**src/rtl/c_encode_serial.sv**
```systemverilog
// rtl/c_encode_serial.sv - serialises a multi-hot request vector into offset-adjusted indices
// One beat per set bit, rotating-priority scan, last-beat marker on the final set bit.
module c_encode_serial #(
  parameter int num_ports = 8,
  parameter int offset    = 0,
  parameter bit rr_mode   = 1'b0,
  localparam int width    = (num_ports > 1) ? $clog2(num_ports) : 1
) (
  input  logic                 clk,
  input  logic                 reset,
  input  logic                 in_valid,
  output logic                 in_ready,
  input  logic [0:num_ports-1] in_vector,
  output logic                 out_valid,
  input  logic                 out_ready,
  output logic [0:width-1]     out_index,
  output logic                 out_last
);

  localparam int off_mod = ((offset % num_ports) + num_ports) % num_ports;
  localparam logic [width-1:0] last_pos = width'(num_ports - 1);
  localparam logic [width:0]   ports_w  = (width+1)'(num_ports);
  localparam logic [width:0]   off_w    = (width+1)'(off_mod);

  logic [0:num_ports-1] pend;
  logic [width-1:0]     ptr;

  logic                 accept;
  logic                 pop;
  logic [0:num_ports-1] scan_vec;
  logic [0:num_ports-1] scan_rest;
  logic [width-1:0]     scan_start;
  logic [width-1:0]     scan_pos;
  logic [width-1:0]     hi_pos;
  logic [width-1:0]     lo_pos;
  logic                 hi_found;
  logic [width-1:0]     ptr_next;
  logic [width:0]       idx_sum;
  logic [width-1:0]     index_next;

  assign in_ready = ~out_valid | (out_ready & out_last);

  always_comb begin
    accept     = in_valid & in_ready;
    pop        = out_valid & out_ready;
    scan_vec   = accept ? in_vector : pend;
    scan_start = (accept && !rr_mode) ? '0 : ptr;

    // Lowest set bit at or after the start wins; otherwise wrap to the lowest set bit.
    hi_pos   = '0;
    lo_pos   = '0;
    hi_found = 1'b0;
    for (int i = num_ports - 1; i >= 0; i--) begin
      if (scan_vec[i]) begin
        lo_pos = width'(i);
        if (i >= int'(scan_start)) begin
          hi_pos   = width'(i);
          hi_found = 1'b1;
        end
      end
    end
    scan_pos = hi_found ? hi_pos : lo_pos;

    scan_rest           = scan_vec;
    scan_rest[scan_pos] = 1'b0;

    ptr_next = (scan_pos == last_pos) ? '0 : scan_pos + 1'b1;

    idx_sum = {1'b0, scan_pos} + off_w;
    if (idx_sum >= ports_w) begin
      idx_sum = idx_sum - ports_w;
    end
    index_next = idx_sum[width-1:0];
  end

  always_ff @(posedge clk or negedge reset) begin
    if (!reset) begin
      pend      <= '0;
      ptr       <= '0;
      out_valid <= 1'b0;
      out_index <= '0;
      out_last  <= 1'b0;
    end else if ((accept && (|in_vector)) || (pop && (|pend))) begin
      out_valid <= 1'b1;
      out_index <= index_next;
      out_last  <= ~(|scan_rest);
      pend      <= scan_rest;
      ptr       <= ptr_next;
    end else if (pop) begin
      out_valid <= 1'b0;
    end
  end

endmodule

```
**config.mk**
```make
export PLATFORM = sky130hd
export DESIGN_NAME = c_encode_serial
export DESIGN_NICKNAME = d
export VERILOG_FILES = /design/src/rtl/c_encode_serial.sv
export SDC_FILE = /design/constraint.sdc
export NUM_CORES = 1
export LEC_CHECK = 0
export BUFFER_PORTS_ARGS = -buffer_cell sky130_fd_sc_hd__buf_2
export CAP_MARGIN = 20
export CORE_ASPECT_RATIO = 1.25
export CORE_MARGIN = 2
export CORE_UTILIZATION = 55
export CTS_BUF_LIST = sky130_fd_sc_hd__clkbuf_4 sky130_fd_sc_hd__clkbuf_8
export DETAILED_ROUTE_END_ITERATION = 10
export GPL_TIMING_DRIVEN = 0
export PLACE_DENSITY = 0.88
export SLEW_MARGIN = 20
export SYNTH_ARGS = -nofsm -noshare
export SYNTH_HDL_FRONTEND = slang
export SYNTH_SLANG_ARGS = --single-unit
```
**constraint.sdc**
```tcl
create_clock -name clk -period 4.9 [get_ports clk]
set_input_delay 0.49 -clock clk [delete_from_list [all_inputs] [get_ports clk]]
set_output_delay 0.49 -clock clk [all_outputs]
set_load 0.005 [all_outputs]
```
# After elaboration in Yosys (flattened, before gate mapping)
# Cells that the tools add are included.
classes:
  n_addsub: 2
  n_mul: 0
  n_div: 0
  order_cmp: 10
  n_eq_ne: 1
  n_shift: 0
  muxes: 46
  bitwise: 9
  reduce_logical: 8
ops:
  columns: ["op", "count"]
  rows:
  - ["$mux W3", 26]
  - ["$reduce_or A8 Y1", 3]
  - ["$mux W1", 18]
  - ["$ge A3 B3 Y1 const A", 3]
  - ["$and A8 B8 Y8", 1]
  - ["$mux W8", 1]
  - ["$not A8 Y8", 1]
  - ["$ge A1 B3 Y1 const A", 2]
  - ["$ge A2 B3 Y1 const A", 2]
  - ["$ge A3 B4 Y1 const B", 1]
  - ["$ge A4 B4 Y1 const B", 1]
  - ["$lt A4 B1 Y1 const B", 1]
  - ["$not A3 Y4", 1]
  - ["$add A3 B1 Y3 const B", 1]
  - ["$and A1 B1 Y1", 3]
  - ["$demux W1 S3", 1]
  - ["$eq A3 B3 Y1 const B", 1]
  - ["$logic_and A1 B1 Y1", 3]
  - ["$sub A3 B1 Y3 const B", 1]
  - ["$not A1 Y1", 2]
  - ["$reduce_bool A2 Y1", 1]
  - ["$logic_or A1 B1 Y1", 1]
  - ["$or A1 B1 Y1", 1]
word_totals:
  reg_bits: 16
  latchBits: 0
  mem_bits_rw: 0
  mem_bits_ro: 0
  in_bits: 12
  out_inout_bits: 6
  elab_cells: 81
  memories: 0

# Depth between registers and ports, before layout
# Gate-level depths: netlist of the first run.
logic_depth:
  depth_word: 29
  depth_mapped: 12
  depth_no_buf: 9

# Least setup slack after synthesis of the first run
# No wires, ideal clock.
synth_timing:
  path_type: "input -> register"
  from: "in out_ready"
  to: "reg ptr[2]"
  setup_ns: 0.125
  arrival_ns: 2.497
  setup_slack_ns: 2.279
  cell_stages: 11
  path_cell_list: "a21bo_1 > buf_6 > and2_4 > buf_6 > o31ai_4 > a222oi_1 > a32o_1 > buf_6 > ha_1 > ha_1 > mux2_2"
synth_via:
  elab_chain_cells: 22
synth_lines:
  columns: ["item", "line", "rtl"]
  rows:
  - ["start: declaration", "15", "input logic out_ready,"]
  - ["$and A1 B1 Y1 (*)", "41", "assign in_ready = ~out_valid | (out_ready & out_last);"]
  - ["$or A1 B1 Y1 (*)", "41", null]
  - ["named net in_ready", "12", "output logic in_ready,"]
  - ["$and A1 B1 Y1 (*)", "44", "accept = in_valid & in_ready;"]
  - ["$mux W3 / $mux W8 (equally long branches)", "47, 46", null]
  - ["$ge A3 B3 Y1 (tied with other cells)", "56", "if (i >= int'(scan_start)) begin"]
  - ["$mux W3 / $mux W1 (equally long branches)", "56", null]
  - ["$mux W3 / $mux W1 (equally long branches)", "54", "if (scan_vec[i]) begin"]
  - ["[... 8 more ...]", null, null]
  - ["$mux W3 / $mux W1 (equally long branches)", "56", null]
  - ["$mux W3 / $mux W1 (equally long branches)", "54", null]
  - ["$mux W3 / $mux W1 (equally long branches)", "56", null]
  - ["$mux W3 / $mux W1 (equally long branches)", "54", null]
  - ["$mux W3 (*)", "62", "scan_pos = hi_found ? hi_pos : lo_pos;"]
  - ["$add A3 B1 Y3 / $eq A3 B3 Y1 (equally long branches)", "67", "ptr_next = (scan_pos == last_pos) ? '0 : scan_pos + 1'b1;"]
  - ["$mux W3 (*)", "67", null]
  - ["named net ptr_next[2]", "37", "logic [width-1:0] ptr_next;"]
  - ["end signal: assignment", "88", "ptr <= ptr_next;"]
  - ["end: declaration", "26", "logic [width-1:0] ptr;"]
# The timed path passes the listed nets; every way through them passes the cells marked *.
# A chain may end at the register's enable or synchronous reset.

# Final worst setup path of the first run
layout_timing:
  from: "reg out_valid"
  to: "reg out_last"
layout_via:
  elab_chain_cells: 29
layout_lines:
  columns: ["item", "line", "rtl"]
  rows:
  - ["start: declaration", "14", "output logic out_valid,"]
  - ["start signal: assignment", "80", "out_valid <= 1'b0;"]
  - ["start signal: assignment", "84", "out_valid <= 1'b1;"]
  - ["start signal: assignment", "90", "out_valid <= 1'b0;"]
  - ["$not A1 Y1", "41", null]
  - ["$or A1 B1 Y1", "41", null]
  - ["$and A1 B1 Y1", "44", null]
  - ["$mux W3 / $mux W8 (equally long branches)", "47, 46", null]
  - ["$ge A3 B3 Y1 (tied with other cells)", "56", null]
  - ["$mux W3 / $mux W1 (equally long branches)", "56", null]
  - ["$mux W3 / $mux W1 (equally long branches)", "54", null]
  - ["$mux W3 / $mux W1 (equally long branches)", "56", null]
  - ["[... 13 more ...]", null, null]
  - ["$ge A4 B4 Y1 (not written as such) / $lt A4 B1 Y1 (equally long branches)", "65", "scan_rest[scan_pos] = 1'b0;"]
  - ["$logic_and A1 B1 Y1 (not written as such)", "65", null]
  - ["$mux W1 (not written as such)", "65", null]
  - ["$demux W1 S3", "65", null]
  - ["$not A8 Y8 (no source line)", null, null]
  - ["$and A8 B8 Y8 (no source line)", null, null]
  - ["$reduce_or A8 Y1", "86", "out_last <= ~(|scan_rest);"]
  - ["$not A1 Y1", "86", null]
  - ["end signal: assignment", "86", null]
  - ["end: declaration", "17", "output logic out_last"]
# Several ways; a longest one is shown, not always the timed one.

==> results of run 1 <==
==> worst max-delay path: cells and delay by family (launching register included) <==
family | cells | cell delay (ns)
fa+ha+maj | 1 | 0.39
flops | 1 | 0.43
mux | 1 | 0.30
buf+inv | 3 | 0.43
simple gates | 2 | 0.29
compound gates | 4 | 0.94
==> placed cells by master (no fill, tap or decap), drive strengths merged, types with 3 or more instances in the layout <==
cell type / synthesis / layout
o21a: 3 / 3
mux2: 5 / 5
o41ai: 3 / 3
o31ai: 5 / 5
nand2b: 3 / 3
dfrtp: 16 / 16
nor2: 13 / 13
nor3: 4 / 4
clkbuf: 4 / 8
buf: 5 / 21
nand3: 8 / 8
a21oi: 17 / 17
nor4: 3 / 3
a32oi: 3 / 3
a21boi: 3 / 3
o21ai: 7 / 7
inv: 6 / 6
nand2: 20 / 20
==> per-layer routing <==
metal  vias up  GRT usage [%]  wire, um
li1        646              -         -
met2        59          50.00      1933
met5         -              0         0
met3        15          4.798       188
met4         0          19.18       140
met1       642          30.37      1473
==> how the worst max path moves through the flow <==
stage          endpoint  slack (ns)      start  cells after the start
6_report       out_last        2.03  out_valid                     11
5_1_grt        out_last        1.88     ptr[2]                     10
4_1_cts        out_last        2.04  out_valid                     11
3_5_place_dp   out_last        1.94  out_ready                     12
3_3_place_gp     ptr[2]        1.98  out_ready                     12
2_1_floorplan    ptr[2]        2.28  out_ready                     11
==> stage by stage <==
stage	util (%)	hold slack [ns]	area, um2	instances	total power, mW
after global placement	62.16	0.4052	1478	209	0.9729
after CTS	63.68	0.09617	1514	213	1.093
after floorplan	-	0.1944	1356	160	0.8114
final	63.68	0.08836	1514	213	1.106
after global routing	63.68	0.1207	1514	213	1.191
after detailed placement	62.16	0.4246	1478	209	1.000
==> power groups by stage <==
stage / Combinational [mW] / Clock [mW] / Sequential [mW]
after global routing: 0.829 / 0.0944 / 0.267
after CTS: 0.747 / 0.0915 / 0.255
after floorplan: 0.571 / 0 / 0.240
after detailed placement: 0.743 / 0 / 0.258
after global placement: 0.717 / 0 / 0.256
final: 0.756 / 0.0901 / 0.260
==> sequential cells by signal, summed over array words and instances (netlist names) <==
| name | cells |
|---|---|
| out_valid | 1 |
| out_index | 3 |
| ptr | 3 |
| out_last | 1 |
| pend | 8 |
==> area by class of cell <==
type	count	area, um2	share of cell area, %
Multi-Input combinational cell	128	863.3	57.02
Sequential cell	16	400.4	26.45
Timing Repair Buffer	16	80.08	5.289
Buffer	9	65.06	4.298
Tap cell	33	41.29	2.727
Clock buffer	4	36.28	2.397
Inverter	7	27.53	1.818
==> kinds of logic (layout without fill, tap and decap cells) <==
family	count (synthesis)	in the layout	synth area share, %
buf+inv	16	36	6.825
mux	7	7	5.627
simple gates	57	57	19.84
fa+ha+maj	4	4	3.321
flops	16	16	29.52
compound gates	60	60	34.87
==> summary.txt, run 1 <==
STA
  – Final Skew: roughly 0.0047 ns
  – Final WS setup: slightly above 2 ns
  – Setup TNS: 0 ns
  – Tmin final: 2.872 ns
  – RSZ-0062 raised after global routing: false
  – Worst-Margin Slew: between 0.6 and 0.7 ns
  – Max-slew violations: 0
  – F_max: approximately 0.35 GHz
  – Final Hold Fails: 0
  – Relative slew slack: between 50% and 60%
  – Setup Viol. Count Final: 0
  – Final cycle utilization of the critical path: 58.62%

Status
  – Outcome: finished, final reports clean

Power
  – Clock share of power: 8.1%
  – Leak: ~0.64 nW
  – Switching portion of total power: between 50% and 60%
  – Int Pwr: around 0.55 mW
  – Pwr Density: approximately 730 nW/um2
  – Combinational Power Share: approximately two thirds
  – Psw: 0.5549 mW
  – Worst vdd ir: just under 0.5 mV
  – Seq pwr share: 23.5%

Setup path
  – Crit-path max cell delay: roughly 0.43 ns
  – R2R setup slack: just over 2 ns
  – Most common cell on crit path: buf_6
  – Arr. time, crit path: approximately 3 ns
  – Worst reg2reg endpoint: out_last
  – Crit end category: flop
  – Worst reg2reg path startpoint: out_valid
  – Startpoint types: flop
  – Critical Path, Cell by Cell: a21bo_1, buf_6, and2_4, buf_6, buf_6, o311ai_1, a21oi_2, nand2_2, maj3_1, mux2_2, o41ai_2
  – Required @ worst endpoint: a little over 5 ns
  – R2R depth: 11
  – CP Class: flop to flop
  – CP max FO: 10
  – CP max stage cell: dfrtp_1

Detailed routing
  – Final WL: between 3000 and 4000 um
  – Initial DRC count: slightly above 60
  – DRT Pass-1 Iters: 4
  – Via-to-Cell Ratio: 6.394
  – Number of remaining DRC errors: 0
  – Final ANT Viol Nets: 0
  – DR WL/cell: roughly 18 um
  – Total number of vias: about 1,400

Global routing
  – Antenna violations before repair: 0
  – Vias in the first global route: around 1,400
  – GRT overflow: 0
  – First-pass GRT wire length: between 6000 and 7000 um
  – Total GRT Usage: 27.84%
  – Largest net degree at the start of global routing: 17

Logic synthesis
  – Commonest cells post-synth: nand2_1 (18), a21oi_1 (16), dfrtp_1 (16)
  – Synth Instances: 160
  – Yosys cell types: 52
  – Avg Inst Size Synth: ~8.5 um2
  – Ys flop type: dfrtp_1
  – Yosys warnings: 0
  – Largest area contributor in the netlist: dfrtp_1
  – Synth top area share: between 20% and 30%
  – Most common cell in the netlist: nand2_1
  – Synth async-reset ratio: 100.0%
  – Number of flops mapped to enable cells by yosys: 0
  – Synthesized area: 1356 um2
  – Synth Register Bits: 16
  – Syn Nets: about 170
  – Top cells by area, synth: dfrtp_1 (30%), a21oi_1 (5.9%), nand2_1 (5.0%), mux2_2 (4.2%), nor2_1 (3.6%)
  – Sequential-to-total area share from yosys stat: roughly 30%

Clock network
  – CTS tree: done
  – Post-CTS resize count: 0
  – Root Buffer: clkbuf_4
  – Setup bufs post-CTS: 0
  – H-tree depth: 1
  – CTS Hold Buffers Added: 0
  – CTS buffer count: 3
  – Max Buffers Root-to-Sink: 2
  – Clk Latency, worst-skew pair: 0.30 ns
  – Clock-pin transition on the worst setup and hold timing paths: approximately 0.1 ns
  – CTS Sinks: 16

Placement
  – Placer Congestion: 0.9935
  – Detail Placement HPWL: between 2000 and 3000 um
  – I/O Buffers: 16
  – Pre-CTS WS: 1.940 ns

Die
  – Starting density of the core: between 50 and 60%
  – Num ports: 18
  – Total core area: between 2000 and 2500 um2
  – Chip height: around 60 um
  – Die area: approximately 2900 um2
  – Row count: 20
  – Die span in x: 48.42 um

Finish
  – Layout area overhead: 11.62%
  – Layout cell share with drive strength beyond 1: about a quarter
  – Diodes inserted: 0
  – Fillers: slightly below 200
  – Layout net count: around 200

Job
  – Max Cap Viol: 0

Worst hold path
  – Worst Hold Class: input port to async pin
(Power assumes the default switching activity.)
==> run 2: changes to the inputs <==
- ABC_AREA: unset -> 1
- CORE_UTILIZATION: 55 -> 54
- PLACE_DENSITY: 0.88 -> 0.89
- clock period: 4.9 -> 2.5 ns (I/O delays scaled with it)
==> summary.txt, run 2 <==
Logic synthesis
  – Largest family of logic cells by synthesized area: simple AND/OR/NAND/NOR gates
  – Multiplexer share of the synthesized area: 0%
  – Post-Synth Adder-Cell Area: 1.855%
  – Synthesized area: between 1000 and 1500 um2
  – Sequential-to-total area share from yosys stat: 29.68%
  – Yosys cell types: 31
  – Synth top area share: between 20% and 30%
  – Post-Synth Simple-Gate Area: between 40 and 50%
  – Post-synthesis xor/xnor area fraction: 0%
  – Yosys warnings: 0
  – Top cells by area, synth: dfrtp_1 (30%), nand2_1 (22%), inv_1 (5.0%), nand3_1 (4.8%), nand2_2 (4.6%)
  – Commonest cells post-synth: nand2_1 (80), inv_1 (18), dfrtp_1 (16)
  – Compound-Gate Fraction of Synth Area: between 10% and 20%
  – Synth async-reset ratio: 100.0%
  – Syn Nets: about 210
  – Avg Inst Size Synth: approximately 6.7 um2
  – Synth Register Bits: 16
  – Number of flops mapped to enable cells by yosys: 0
  – Most common cell in the netlist: nand2_1
  – Largest area contributor in the netlist: dfrtp_1
  – Synth Instances: 200
  – Ys flop type: dfrtp_1

Global routing
  – Total GRT Usage: between 20% and 30%
  – First-pass GRT wire length: around 5000 um
  – Vias in the first global route: roughly 1,300
  – Largest net degree at the start of global routing: 17
  – GRT overflow: 0
  – Antenna violations before repair: 0

STA
  – Relative slew slack: 72.88%
  – Setup TNS: 0 ns
  – Final cycle utilization of the critical path: between 90% and 100%
  – F_max: between 0.4 and 0.5 GHz
  – Final Hold Fails: 0
  – Worst-Margin Slew: between 0.4 and 0.5 ns
  – Max-slew violations: 0
  – Tmin final: roughly 2.4 ns
  – Setup Viol. Count Final: 0
  – Final Skew: around 0.0014 ns

Clock network
  – Root Buffer: clkbuf_4
  – CTS tree: done
  – CTS Sinks: 16
  – Clock-pin transition on the worst setup and hold timing paths: roughly 0.080 ns
  – Clk Latency, worst-skew pair: between 0.2 and 0.3 ns
  – CTS buffer count: 3
  – Max Buffers Root-to-Sink: 2
  – H-tree depth: 1

Finish
  – Area occupied by multi-input gates: between 800 and 900 um2
  – Biggest register: pend
  – Fillers: 228
  – Regs by FF count: pend (8), out_index (3), ptr (3)
  – Seq. cell area: 400.4 um2
  – Layout area overhead: 18.18%
  – Most frequent cells in the layout: nand2_1 (74), inv_1 (18), nand2_2 (16), buf_2 (16), dfrtp_1 (16)
  – Final Util: 66.35%
  – Layout net count: around 240
  – Commonest non-fill, non-tap cell in the layout: nand2_1
  – Max reg flops: 8
  – Diodes inserted: 0
  – Layout cell share with drive strength beyond 1: ~30%

Setup path
  – Critical Path, Cell by Cell: nand2_2, nand2_4, nand2_8, buf_12, nand4_1, nand2_2, nand2_2, inv_1, nand2_2, nor2_8, nor2_2, nand2_4, nand2_4, ha_1, ha_1, nand2_1, o21ai_1
  – Worst reg2reg path startpoint: out_last
  – R2R depth: 17
  – Required @ worst endpoint: around 2.7 ns
  – Worst path top cell family by delay: simple AND/OR/NAND/NOR gates
  – Most common cell on crit path: nand2_2
  – Arr. time, crit path: approximately 2.6 ns
  – CP max FO: 7
  – Buf+Inv Stages, Crit Path: 2
  – CP Launch Point: out_last
  – CP max stage cell: dfrtp_1
  – R2R setup slack: about 0.084 ns
  – Crit-path max cell delay: approximately 0.42 ns
  – CP Class: flop to flop
  – Startpoint types: flop
  – Worst reg2reg endpoint: ptr[2]
  – Crit end category: flop

Die
  – Row count: 20
  – Num ports: 18
  – Die span in x: 48.70 um
  – Total core area: ~2400 um2
  – Chip height: about 60 um
  – Starting density of the core: about 56%
  – Die area: 2916 um2

Worst hold path
  – Worst Hold Class: input port to flop
  – Hold-critical path depth: 4
  – WHS Endpoint: out_valid
  – Hold path start: out_ready

Status
  – Outcome: finished, final reports clean

Job
  – Max Cap Viol: 0

Power
  – Leak: 0.8673 nW
  – Pwr Density: ~1500 nW/um2
  – Worst vdd ir: 1.088 mV

Detailed routing
  – Final WL: roughly 3300 um
  – DRT Pass-1 Iters: 4
  – Initial DRC count: 60
  – Via-to-Cell Ratio: 5.396
  – DR WL/cell: between 10 and 15 um
  – Number of remaining DRC errors: 0
  – Total number of vias: 1,403
  – Final ANT Viol Nets: 0

Placement
  – Placer Congestion: ~0.9
  – I/O Buffers: 16
  – Detail Placement HPWL: 2440 um
run 2: cell types whose count changed in the layout (fill, tap and decap cells not counted), moves of 6 or more:
cell	change
nand2_1	+56
inv_2	+7
buf_4	+6
a21oi_1	-15
nand2_2	+14
inv_1	+12
run 2: worst reg2reg max path: cells and delay by family (launching register included):
| kind | cells | cell delay [ns] |
|---|---|---|
| AND/OR/NAND/NOR | 12 | 1.15 |
| flip-flops | 1 | 0.42 |
| AO/OA/AOI/OAI | 1 | 0.08 |
| adder cells (fa/ha/maj) | 2 | 0.46 |
| buffers and inverters | 2 | 0.18 |
run 2: metal layers:
layer | track usage [%] | vias to the layer above | routed length, um
met5 | 0 | - | 0
met4 | 15.92 | 0 | 116
met3 | 1.500 | 13 | 176
met2 | 40.31 | 51 | 1720
met1 | 25.36 | 649 | 1272
li1 | - | 690 | -
run 2: where the power goes:
group	leakage, nW	internal, mW	switching, mW
Sequential	0.200	0.370	0.0903
Clock	0.0210	0.0887	0.0758
Combinational	0.646	0.646	1.15
run 2: area by class of cell:
cell class	count	share of cell area, %
plain buffers	4	2.198
clock buffers	4	2.276
inverters	26	6.122
multi-input cells	154	52.12
flip-flops and latches	16	25.12
well taps	33	2.590
repair buffers	23	9.576
run 2: through the flow:
step	total power, mW	setup WS [ns]	hold slack [ns]	instances	cell area (um2)
after detailed placement	2.127	0.09414	0.1711	249	1470
after CTS	2.303	0.07687	0.2844	254	1516
final	2.422	0.08415	0.3552	260	1594
after floorplan	1.787	0.3663	-0.04559	200	1349
after global routing	2.635	-0.009909	0.4051	260	1594
after global placement	2.064	0.1934	0.1712	249	1470
run 2: how the worst max path moves through the flow:
stage,endpoint,slack (ns),depth (start not counted)
3_3_place_gp,ptr[2],0.19,17
3_5_place_dp,ptr[2],0.09,17
6_report,ptr[2],0.08,17
2_1_floorplan,ptr[2],0.37,17
4_1_cts,ptr[2],0.08,17
5_1_grt,ptr[2],-0.01,17
run 2: cell families after synthesis:
kind of cell / Yosys count
and+or+nand+nor: 129
buffers and inverters: 30
AOI/OAI and AO/OA: 23
DFF: 16
adders and majority gates: 2
run 2: repair_timing:
item                                   in CTS  in global routing
setup buffers                               0                  5
hold buffers                                1                  0
resized for setup                           0                  9
endpoints found under the hold margin      16                  0
setup endpoints to repair                   0                  1
==> run 3: changes to the inputs <==
- GPL_TIMING_DRIVEN: 0 -> unset
- PLACE_DENSITY: 0.89 -> 0.83
==> summary.txt, run 3 (same netlist as run 2, synthesis figures left out) <==
Global routing
  – M2 GR Usage: between 30% and 40%
  – GRT overflow: 0
  – Met1 usage: 27.34%
  – Antenna violations before repair: 0
  – Largest net degree at the start of global routing: 20
  – Gr busiest metal: met2
  – First-pass GRT wire length: 4926 um
  – Total GRT Usage: 21.86%
  – Vias in the first global route: between 1,000 and 1,500
  – Routing usage on met3: under 10%

Clock network
  – Clock-pin transition on the worst setup and hold timing paths: around 0.08 ns
  – H-tree depth: 1
  – CTS buffer count: 3
  – CTS Sinks: 16
  – Max Buffers Root-to-Sink: 2
  – CTS Hold Buffers Added: 1
  – Post-CTS resize count: 0
  – Root Buffer: clkbuf_4
  – Clk Latency, worst-skew pair: 0.27 ns
  – CTS tree: done
  – Setup bufs post-CTS: 0

STA
  – Final cycle utilization of the critical path: between 90% and 100%
  – Setup TNS: 0 ns
  – Tmin final: 2.266 ns
  – RSZ-0062 raised after global routing: false
  – Max-slew violations: 0
  – Relative slew slack: ~74%
  – Final Skew: ~0.0051 ns
  – Final Hold Fails: 0
  – Setup Viol. Count Final: 0
  – F_max: about 0.44 GHz
  – Final WS setup: between 0.2 and 0.25 ns
  – Worst-Margin Slew: between 0.3 and 0.4 ns

Setup path
  – CP Class: flop to flop
  – Most common cell on crit path: nand2_2
  – Required @ worst endpoint: about 2.6 ns
  – Crit-path max cell delay: between 0.4 and 0.5 ns
  – CP max stage cell: dfrtp_1
  – Critical Path, Cell by Cell: nand2_2, nand2_4, nand2_8, inv_2, nand2_1, nand2_2, nand2_1, nand2_2, inv_2, nand2_2, nor2_8, nor2_2, nand2_4, nand2_4, ha_1, ha_1, nand2_1, o21ai_0
  – Crit end category: flop
  – Arr. time, crit path: 2.41 ns
  – CP max FO: 19
  – Startpoint types: flop

Power
  – Switching portion of total power: 55.10%
  – Worst vdd ir: ~0.91 mV
  – Int Pwr: ~1 mW
  – Clock share of power: around 5.6%
  – Pwr Density: ~1500 nW/um2
  – Leak: slightly above 0.8 nW
  – Psw: roughly 1.2 mW
  – Combinational Power Share: between 70% and 80%
  – Total power: roughly 2.2 mW
  – Seq pwr share: around a fifth

Die
  – Chip height: ~60 um
  – Starting density of the core: 56.15%
  – Row count: 20
  – Die span in x: between 40 and 50 um
  – Total core area: between 2000 and 2500 um2
  – Die area: around 2900 um2
  – Num ports: 18

Worst hold path
  – Worst Hold Class: input port to flop

Detailed routing
  – Initial DRC count: 38
  – Final WL: between 2000 and 3000 um
  – DRT Pass-1 Iters: 4
  – DR WL/cell: roughly 11 um
  – Final ANT Viol Nets: 0
  – Total number of vias: between 1,000 and 1,500
  – Via-to-Cell Ratio: just over 5
  – Number of remaining DRC errors: 0

Finish
  – Layout cell share with drive strength beyond 1: around a quarter
  – Fillers: 249
  – Layout net count: approximately 230
  – Biggest register: pend
  – Regs by FF count: pend (8), out_index (3), ptr (3)
  – Layout area overhead: 9.740%
  – Diodes inserted: 0
  – Design area: about 1500 um2
  – Most frequent cells in the layout: nand2_1 (80), inv_1 (18), buf_2 (17)
  – Max reg flops: 8
  – Commonest non-fill, non-tap cell in the layout: nand2_1

Status
  – Outcome: finished, final reports clean

Job
  – Max Cap Viol: 0

Placement
  – Detail Placement HPWL: ~2400 um
  – Placer Congestion: 0.8558
  – Pre-CTS WS: 0.2496 ns
  – I/O Buffers: 17
  – Area post-placement: roughly 1400 um2
-- run 3: cell types whose count changed in the layout (fill, tap and decap cells not counted) --
cell / before / now
o21ai_1: 2 / 1
buf_2: 16 / 17
buf_12: 1 / 0
o21ai_0: 9 / 10
nand2_1: 74 / 80
buf_4: 6 / 1
nand2_2: 16 / 10
clkbuf_8: 1 / 0
clkbuf_16: 1 / 0
clkbuf_1: 2 / 0
-- run 3: path summary, 6_finish.rpt --
path,startpoint,slack [ns],end,depth (start not counted)
setup / recovery,out_last,0.23,ptr[2],18
hold reg to reg,out_index[0],0.49,out_index[0],2
max in group asynchronous,reset,1.83,ptr[0],2
setup reg to reg,out_last,0.23,ptr[2],18
hold / removal,out_ready,0.30,out_valid,4
min in group asynchronous,reset,0.40,out_last,2
-- run 3: area by class of cell --
type	count	area (um2)	share of cell area [%]
clock buffers	3	22.52	1.522
inverters	26	97.59	6.593
multi-input cells	154	815.8	55.11
flip-flops and latches	16	400.4	27.05
well taps	33	41.29	2.790
repair buffers	19	102.6	6.932
-- run 3: metrics by stage --
stage,instances,utilization [%],hold WS (ns)
global route,251,61.61,0.3607
finish,251,61.61,0.3038
CTS,251,61.61,0.2982
detailed placement,247,60.26,0.1711
floorplan,200,-,-0.04559
global placement,247,60.26,0.1737
-- run 3: per-layer routing --
metal  vias up  share of wire (%)
met5         -                  0
met4         0                1.2
met3         4                2.8
met2        22                 49
met1       582                 47
li1        667                  -
-- run 3: power by group through the flow --
stage | sequential, mW | clock, mW | combinational (mW)
finish | 0.460 | 0.124 | 1.63
global route | 0.477 | 0.143 | 1.86
CTS | 0.460 | 0.130 | 1.64
detailed placement | 0.465 | 0 | 1.63
global placement | 0.460 | 0 | 1.61
floorplan | 0.447 | 0 | 1.34
-- run 3: critical path, delay by kind of cell, from the launching register on --
family / cells / cell delay (ns)
buf+inv: 2 / 0.12
flops: 1 / 0.41
compound gates: 1 / 0.08
simple gates: 13 / 1.08
fa+ha+maj: 2 / 0.44
